**config.mk**
```make
export PLATFORM = sky130hd
export DESIGN_NAME = div_iter
export DESIGN_NICKNAME = d
export VERILOG_FILES = /design/src/rtl/div_iter.sv
export SDC_FILE = /design/constraint.sdc
export NUM_CORES = 1
export LEC_CHECK = 0
export ABC_AREA = 1
export BUFFER_PORTS_ARGS = -buffer_cell sky130_fd_sc_hd__buf_4
export CORE_ASPECT_RATIO = 1.75
export CORE_MARGIN = 2
export CORE_UTILIZATION = 55
export DETAILED_ROUTE_END_ITERATION = 8
export PLACE_DENSITY = 0.75
export SYNTH_ARGS = -nofsm -noshare
export SYNTH_HDL_FRONTEND = slang
export SYNTH_SLANG_ARGS = --single-unit
```
**constraint.sdc**
```tcl
create_clock -name clk -period 6.6 [get_ports clk]
set_input_delay 0.33 -clock clk [delete_from_list [all_inputs] [get_ports clk]]
set_output_delay 0.33 -clock clk [all_outputs]
set_load 0.02 [all_outputs]
```
**src/rtl/div_iter.sv**
```systemverilog
// Iterative radix-2 restoring divider for DIV/DIVU in the EX stage.
// Result word divres = {remainder, quotient}; one quotient bit per cycle.
// Optional build macro DIV_EARLY_EN: when |opa| < |opb| the divide loop is
// skipped and the result is produced after a single busy cycle.
module div_iter #(
  parameter int unsigned DW = 32,
  parameter int unsigned CW = 6
) (
  input  logic            clk,
  input  logic            rst,
  input  logic            start,
  input  logic            div_s,
  input  logic [DW-1:0]   opa,
  input  logic [DW-1:0]   opb,
  input  logic            cancel,
  output logic            busy,
  output logic            done,
  output logic [2*DW-1:0] divres
);

  localparam logic [1:0] StIdle = 2'd0;
  localparam logic [1:0] StCalc = 2'd1;
  localparam logic [1:0] StFix  = 2'd2;
  localparam logic [1:0] StDone = 2'd3;

  logic [1:0]      state_q, state_d;
  logic [CW-1:0]   cnt_q, cnt_d;
  logic [DW-1:0]   dvd_q, dvd_d;    // dividend shifting out, quotient shifting in
  logic [DW-1:0]   dvs_q, dvs_d;    // divisor magnitude
  logic [DW-1:0]   prem_q, prem_d;  // partial remainder
  logic            qsign_q, qsign_d;
  logic            rsign_q, rsign_d;
  logic [2*DW-1:0] divres_q, divres_d;

  logic [DW-1:0]   mag_a, mag_b;
  logic [DW:0]     trial;
  logic            qbit;
  logic            early_hit;

  // Operand magnitudes; the most negative value wraps to itself, which is
  // what makes the signed overflow case come out as 0x80000000 rem 0.
  always_comb begin
    mag_a = (div_s && opa[DW-1]) ? -opa : opa;
    mag_b = (div_s && opb[DW-1]) ? -opb : opb;
  end

`ifdef DIV_EARLY_EN
  assign early_hit = (mag_a < mag_b);
`else
  assign early_hit = 1'b0;
`endif

  // Restoring step: the dropped prem MSB is always zero before the final step.
  always_comb begin
    trial = {1'b0, prem_q[DW-2:0], dvd_q[DW-1]} - {1'b0, dvs_q};
    qbit  = ~trial[DW];
  end

  // Next-state logic; cancel wins over start and leaves divres untouched.
  always_comb begin
    state_d  = state_q;
    cnt_d    = cnt_q;
    dvd_d    = dvd_q;
    dvs_d    = dvs_q;
    prem_d   = prem_q;
    qsign_d  = qsign_q;
    rsign_d  = rsign_q;
    divres_d = divres_q;
    if (cancel) begin
      state_d = StIdle;
    end else begin
      case (state_q)
        StIdle, StDone: begin
          if (start) begin
            qsign_d = div_s & (opa[DW-1] ^ opb[DW-1]);
            rsign_d = div_s & opa[DW-1];
            cnt_d   = '0;
            dvs_d   = mag_b;
            if (opb == '0) begin
              // Divide by zero: no iteration, result straight out.
              state_d  = StDone;
              dvd_d    = mag_a;
              prem_d   = '0;
              divres_d = {opa, {DW{1'b1}}};
            end else if (early_hit) begin
              state_d = StFix;
              dvd_d   = '0;
              prem_d  = mag_a;
            end else begin
              state_d = StCalc;
              dvd_d   = mag_a;
              prem_d  = '0;
            end
          end else begin
            state_d = StIdle;
          end
        end
        StCalc: begin
          prem_d = qbit ? trial[DW-1:0] : {prem_q[DW-2:0], dvd_q[DW-1]};
          dvd_d  = {dvd_q[DW-2:0], qbit};
          cnt_d  = cnt_q + 1'b1;
          if (cnt_q == CW'(DW - 1)) begin
            state_d = StFix;
          end
        end
        StFix: begin
          divres_d = {(rsign_q ? -prem_q : prem_q), (qsign_q ? -dvd_q : dvd_q)};
          state_d  = StDone;
        end
        default: state_d = StIdle;
      endcase
    end
  end

  // State registers with synchronous reset.
  always_ff @(posedge clk) begin
    if (rst) begin
      state_q  <= StIdle;
      cnt_q    <= '0;
      dvd_q    <= '0;
      dvs_q    <= '0;
      prem_q   <= '0;
      qsign_q  <= 1'b0;
      rsign_q  <= 1'b0;
      divres_q <= '0;
    end else begin
      state_q  <= state_d;
      cnt_q    <= cnt_d;
      dvd_q    <= dvd_d;
      dvs_q    <= dvs_d;
      prem_q   <= prem_d;
      qsign_q  <= qsign_d;
      rsign_q  <= rsign_d;
      divres_q <= divres_d;
    end
  end

  // Outputs decoded from state.
  always_comb begin
    busy   = (state_q == StCalc) || (state_q == StFix);
    done   = (state_q == StDone);
    divres = divres_q;
  end

endmodule

```
==> reports/qor.csv, run 1 <==
metric,value,unit
dpl-instance-area,14100,µm²
required,7000,ps
dieWidth,121,µm
setup_viol,0,
status,finished clean,
port_buffers,134,
drcViolationCount,0,
cts.sinks,170,
crit_chain,inv_1 -> ha_1 -> inv_2 -> nor2_1 -> inv_1 -> nand2_2 -> buf_4 -> nor2_8 -> inv_1 -> o22ai_1 -> a21oi_1 -> nor2_1,
rr_endpoint,dvd_q[1],
firstDrtPassIters,5,
gp_congestion,0.942,
wl,43300,µm
io_pins,135,
area_growth,12.1,%
ctsResizeCount,0,
cts_hold_buf,0,
power.static_leakage,0.00726,µW
synth-main-ff-cell,dfxtp_1,
fin_area,14700,µm²
synth_async_sr_flop_share,0,
postLayoutSetupSlackWorst,3310,ps
synthCells,2202,
cpPeakStageDelay,720,ps
maxCapViolCount,0,
crit_fanout,64,
vias,14200,
synth-edff-count,0,
diodes,0,
grt_max_degree,79,
fmax,304,MHz
holdPathEnd,dvs_q[0],
ir_worst_vdd,0.169,mV
grt_pass1_vias,13900,
worstHoldPathCells,3,
antenna_found_initial,0,
grt_pass1_wl,68600,µm
clock_latency,460,ps
grt_use_total,0.351,
rsz0062_at_grt,no,
clk_pin_slew,60,ps
syn_nets,2314,
layout-drive-gt1-share,0.0991,
crit_arrival,3690,ps
synth_seq_cells,170,
setup_tns,0,ps
place_ws,3380,ps
ant_nets,0,
end_kind,register,
maxSlewHeadroom,0.302,
yosys_warnings,0,
skew,4.98,ps
vias_per_cell,5.49,
finalCritPeriodShare,0.498,
cts_made_buffers,17,
start_kind,register,
root_buffer,clkbuf_16,
fin_nets,2392,
die_h,208,µm
seq_area_frac_synth,0.260,
clk_path_buf_depth,2,
min_period,3290,ps
slew_viol_final,0,
ff2ff_setup_slack,3310,ps
power_density,184,nW/µm²
ys_types,48,
crit_path_top_delay_cell,nor2_8,
critical_path_class,register to register,
tightest_slew,1050,ps
r2r_start,state_q[0],
drt_iter0_markers,910,
rr_worst_depth,12,
synth_area,13100,µm²
tritoncts,done,
cts_htree_levels,4,
cts_setup_buffers,0,
die_area,25100,µm²
hold_viol_final,0,
hold_path_class,input port to register,
routedWlPerCell,16.7,µm
avgSynthCellArea,5.94,µm²
overflow,0,
start_util,0.561,
dp_hpwl,34200,µm
num_rows,74,
critPathMostFrequentCell,inv_1,
core,23300,µm²
hp-start,opb[0],
==> worst max-delay path by stage <==
stage / from / to / slack (ps) / cells after the start
floorplan: dvd_q[31] / prem_q[24] / 4420 / 16
global placement: state_q[0] / prem_q[27] / 3470 / 12
detailed placement: state_q[0] / prem_q[27] / 3380 / 12
CTS: state_q[0] / dvd_q[1] / 3360 / 12
global route: state_q[0] / dvd_q[8] / 3020 / 12
finish: state_q[0] / dvd_q[1] / 3310 / 12
==> registers in the layout (all words and copies together) (netlist names) <==
name / count
cnt_q: 6
divres: 64
dvd_q: 32
dvs_q: 32
prem_q: 32
qsign_q: 1
rsign_q: 1
state_q: 2
==> synthesized netlist by cell type (2+ instances only) <==
| library cell | number | area, µm² |
|---|---|---|
| a21oi_1 | 193 | 966 |
| nor2_4 | 2 | 22.5 |
| nor3_2 | 3 | 30.0 |
| nand3_1 | 215 | 1080 |
| nor3_1 | 26 | 130 |
| nand2_4 | 4 | 45.0 |
| clkbuf_1 | 46 | 173 |
| buf_1 | 7 | 26.3 |
| nor2_2 | 12 | 75.1 |
| nor4_1 | 4 | 25.0 |
| buf_2 | 18 | 90.1 |
| o22ai_1 | 10 | 62.6 |
| and2_1 | 2 | 12.5 |
| xor2_1 | 38 | 333 |
| o21ai_0 | 125 | 626 |
| nand2_1 | 569 | 2140 |
| a22oi_1 | 29 | 218 |
| ha_1 | 42 | 526 |
| xnor2_1 | 19 | 166 |
| buf_4 | 3 | 22.5 |
| o211ai_1 | 12 | 90.1 |
| o21ai_1 | 8 | 40.0 |
| a21o_1 | 2 | 15.0 |
| clkinv_1 | 2 | 7.51 |
| nand2_2 | 11 | 68.8 |
| nor2_1 | 218 | 818 |
| nor3b_1 | 4 | 30.0 |
| dfxtp_1 | 170 | 3400 |
| nand3b_1 | 4 | 30.0 |
| nand4_1 | 22 | 138 |
| inv_2 | 6 | 22.5 |
| a21oi_2 | 9 | 78.8 |
| or2_2 | 4 | 25.0 |
| o21bai_1 | 3 | 22.5 |
| inv_1 | 332 | 1250 |
| o221ai_1 | 4 | 35.0 |
| a31oi_1 | 3 | 18.8 |
| o21a_1 | 2 | 15.0 |
| buf_6 | 10 | 113 |
==> per-stage QoR <==
step | total power (µW) | cells | util | hold WS (ps)
2_1_floorplan | 1530 | 2202 | - | 461
3_3_place_gp | 1730 | 2565 | 0.605 | 457
3_5_place_dp | 1740 | 2565 | 0.605 | 458
4_1_cts | 2690 | 2595 | 0.629 | 137
5_1_grt | 2810 | 2595 | 0.629 | 165
6_report | 2690 | 2595 | 0.629 | 145
==> cell usage in the layout, fill, tap and decap left out, types with 38 or more instances in the layout <==
master / n
a21oi_1: 193
buf_4: 143
dfxtp_1: 170
ha_1: 41
inv_1: 331
nand2_1: 569
nand3_1: 215
nor2_1: 218
o21ai_0: 125
xor2_1: 38
==> kinds of logic (layout without fill, tap and decap cells) <==
kind of cell / Yosys count / in the layout / share of synthesized area
compound gates: 402 / 402 / 0.168
xor+xnor: 57 / 57 / 0.0382
buf+inv: 425 / 514 / 0.130
fa+ha+maj: 43 / 43 / 0.0417
simple gates: 1105 / 1105 / 0.361
flops: 170 / 170 / 0.260
==> power breakdown <==
group	switching, µW	internal, µW	total (µW)
Clock	423	542	965
Combinational	438	202	641
Sequential	29.9	1060	1090
Total	891	1800	2690
==> layout make-up <==
class | count | area [µm²]
Fill cell | 2478 | 8670
Multi-Input combinational cell | 1607 | 7980
Sequential cell | 170 | 3400
Inverter | 341 | 1280
Timing Repair Buffer | 143 | 1070
Clock buffer | 23 | 478
Tap cell | 304 | 380
Clock inverter | 7 | 68.8
==> worst max-delay path, delay by kind of cell, from the launching register on <==
family	cells	cell delay (ps)
simple gates	4	1280
buf+inv	5	930
flops	1	380
fa+ha+maj	1	350
compound gates	2	240
==> layer usage <==
layer	share of wire	track usage	vias to the layer above	wire, µm
met5	0	0	-	0
met4	0.091	0.290	0	3940
met3	0.035	0.0471	168	1510
met2	0.53	0.662	435	23100
met1	0.34	0.322	6417	14800
li1	-	-	7221	-
No activity file was read; power rests on OpenSTA's default activity.
==> run 2: changes to the inputs <==
- ABC_AREA: 1 -> 0
- CORE_UTILIZATION: 55 -> 54
- PLACE_DENSITY: 0.75 -> 0.78
- clock period: 6.6 -> 2.79 ns (I/O delays scaled with it)
==> run 2 against run 1 <==
Net effect: register-to-register slack lost 3200 ps; critical path depth is the same; sequential power grew 140%; clock skew grew 3.1 ps; clock power grew to 2.5 times the previous value; sequential cell count is the same; fmax grew 21%; synthesized cell count shrank 31%; total power grew 140%; final area shrank 0.76%; die area shrank 9.8%; critical path type unchanged; critical endpoint is now prem_q[1].
==> reports/qor.csv, run 2 <==
metric,value,unit,change
status,finished clean,,unchanged
synth_area_leaders,"dfxtp_1 (29%), xor2_1 (7.2%), nand2_1 (6.0%)",,"was dfxtp_1 (26%), nand2_1 (16%), inv_1 (9.5%)"
yosys.area_share.simple,0.220,,was 0.361
overflow,0,,unchanged
grt_pass1_wl,54100,µm,was 68600 µm
required,3110,ps,was 7000 ps
skew,8.12,ps,was 4.98 ps
dpl-instance-area,13700,µm²,was 14100 µm²
seq_area_frac_synth,0.295,,was 0.260
crit_arrival,3050,ps,was 3690 ps
clock_latency,430,ps,was 460 ps
core,20900,µm²,was 23300 µm²
yosys.area_share.adder,0.0472,,was 0.0417
synth-edff-count,0,,unchanged
cpPeakStageDelay,350,ps,was 720 ps
crit_path_top_delay_cell,dfxtp_2,,was nor2_8
end_kind,register,,unchanged
cts_htree_levels,4,,unchanged
wl,33900,µm,was 43300 µm
tritoncts,done,,unchanged
dp_cells,1942,,was 2565
final_common_cell,buf_4,,was nand2_1
vias_per_cell,6.02,,was 5.49
num_rows,70,,was 74
slew_viol_final,0,,unchanged
crit_fanout,6,,was 64
instances_no_fill,1982,,was 2595
ir_worst_vdd,0.413,mV,was 0.169 mV
dp_hpwl,25300,µm,was 34200 µm
cts_made_buffers,17,,unchanged
cts.sinks,170,,unchanged
gp_congestion,1.01,,was 0.942
critical_path_class,register to register,,unchanged
final_util,0.695,,was 0.629
yosys_warnings,0,,unchanged
min_period,2730,ps,was 3290 ps
finalCritPeriodShare,0.978,,was 0.498
grt_pass1_vias,11500,,was 13900
ant_nets,0,,unchanged
firstDrtPassIters,7,,was 5
avgSynthCellArea,7.62,µm²,was 5.94 µm²
synth-main-ff-cell,dfxtp_1,,unchanged
die_area,22600,µm²,was 25100 µm²
synth_top_family_by_area,compound AO/OA/AOI/OAI gates,,was simple AND/OR/NAND/NOR gates
yosys.area.top_type,dfxtp_1,,unchanged
hold_viol_final,0,,unchanged
antenna_found_initial,0,,unchanged
power.static_leakage,0.00596,µW,was 0.00726 µW
grt_max_degree,63,,was 79
dieWidth,115,µm,was 121 µm
clk_path_buf_depth,2,,unchanged
vias,11900,,was 14200
clk_pin_slew,70,ps,was 60 ps
crit_buf_inv,3,,was 5
io_pins,135,,unchanged
port_buffers,134,,unchanged
grt_use_total,0.295,,was 0.351
ys_types,67,,was 48
maxCapViolCount,0,,unchanged
hold_slack,5.76,ps,was 145 ps
power_density,442,nW/µm²,was 184 nW/µm²
synthXorXnorAreaFrac,0.111,,was 0.0382
ys_top_cells_by_count,"nand2_1 (184), nor2_1 (181), dfxtp_1 (170)",,"was nand2_1 (569), inv_1 (332), nor2_1 (218)"
hold_path_class,input port to register,,unchanged
mostFrequentLayoutCells,"buf_4 (274), nand2_1 (184), nor2_1 (179), dfxtp_1 (168), a21oi_1 (116)",,"was nand2_1 (569), inv_1 (331), nor2_1 (218), nand3_1 (215), a21oi_1 (193)"
fin_nets,1831,,was 2392
synthCells,1516,,was 2202
fin_area,14600,µm²,was 14700 µm²
rsz0062_at_grt,yes,,was no
synth_async_sr_flop_share,0,,unchanged
synth_seq_cells,170,,unchanged
drcViolationCount,0,,unchanged
diodes,0,,unchanged
largest_reg_flops,64,,unchanged
muxShareOfSynthArea,0.00693,,was 0
crit_chain,inv_1 -> ha_1 -> buf_4 -> o211ai_1 -> a21oi_4 -> o21ai_2 -> o221a_4 -> a21boi_4 -> a211o_1 -> buf_12 -> mux2i_4 -> a22o_1,,was inv_1 -> ha_1 -> inv_2 -> nor2_1 -> inv_1 -> nand2_2 -> buf_4 -> nor2_8 -> inv_1 -> o22ai_1 -> a21oi_1 -> nor2_1
synth_area,11600,µm²,was 13100 µm²
area_growth,26.0,%,was 12.1%
start_util,0.552,,was 0.561
layout-drive-gt1-share,0.232,,was 0.0991
synth-compound-area-share,0.263,,was 0.168
routedWlPerCell,17.1,µm,was 16.7 µm
fmax,367,MHz,was 304 MHz
crit_family,compound AO/OA/AOI/OAI gates,,was simple AND/OR/NAND/NOR gates
setup_viol,0,,unchanged
root_buffer,clkbuf_16,,unchanged
die_h,197,µm,was 208 µm
yosys.area.top_type_share,0.295,,was 0.260
maxSlewHeadroom,0.534,,was 0.302
tightest_slew,697,ps,was 1050 ps
drt_iter0_markers,752,,was 910
power,6430,µW,was 2690 µW
syn_nets,1628,,was 2314
yosysMostFrequentCell,nand2_1,,unchanged
start_kind,register,,unchanged
[run 2: worst reg2reg max path, stage by stage, from the launching register on]
cell      delay (ps)
dfxtp_2          350
inv_1             50
ha_1             300
buf_4            160
o211ai_1         300
a21oi_4           60
o21ai_2          180
o221a_4          250
a21boi_4          80
a211o_1          340
buf_12           180
mux2i_4          190
a22o_1           180
[run 2: logic make-up (layout without fill, tap and decap cells)]
group / after synthesis / in the layout
xor gates and xnor gates: 146 / 146
AOI/OAI and AO/OA: 428 / 428
buffers and inverters: 159 / 373
DFF: 170 / 170
adders and majority gates: 43 / 43
and+or+nand+nor: 562 / 562
muxes: 8 / 8
[run 2: report_power, final]
part,switching [µW],internal [µW],leakage (µW)
registers,70.3,2510,0.00138
logic,832,584,0.00430
clock network,991,1440,0.000282
total,1890,4530,0.00596
[run 2: final cells by class]
cell class / count / area (µm²)
Sequential cell: 170 / 3410
Timing Repair Buffer: 287 / 2290
Multi-Input combinational cell: 1187 / 7750
Clock buffer: 22 / 464
Clock inverter: 8 / 120
Fill cell: 1676 / 6380
Tap cell: 252 / 315
Inverter: 56 / 210
[run 2: timing repair]
action | in CTS | in global routing
hold buffers | 1 | 0
setup endpoints to repair | 34 | 48
gates resized for setup | 8 | 34
setup buffers | 1 | 6
cloned | 0 | 2
pin swaps | 2 | 15
endpoints found under the hold margin | 2 | 0
[run 2: metal layers]
layer / vias up / wire [µm] / global-route usage
met5: - / 0 / 0
met3: 112 / 1570 / 0.0393
li1: 5827 / - / -
met1: 5586 / 12300 / 0.302
met2: 403 / 18300 / 0.557
met4: 0 / 1770 / 0.173
[run 2: worst paths after layout]
kind,start,to,slack (ps),depth (start not counted)
max,dvs_q[3],prem_q[1],60,12
min,opb[1],dvs_q[1],6,3
max reg2reg,dvs_q[3],prem_q[1],60,12
min reg2reg,dvs_q[31],dvs_q[31],460,2
[run 2: stage by stage]
stage	TNS, ps	worst slack (ps)
CTS	-42.5	-42.5
global placement	-11340	-249
global route	-212	-55.1
detailed placement	-16900	-344
floorplan	0	26.9
finish	0	61.7
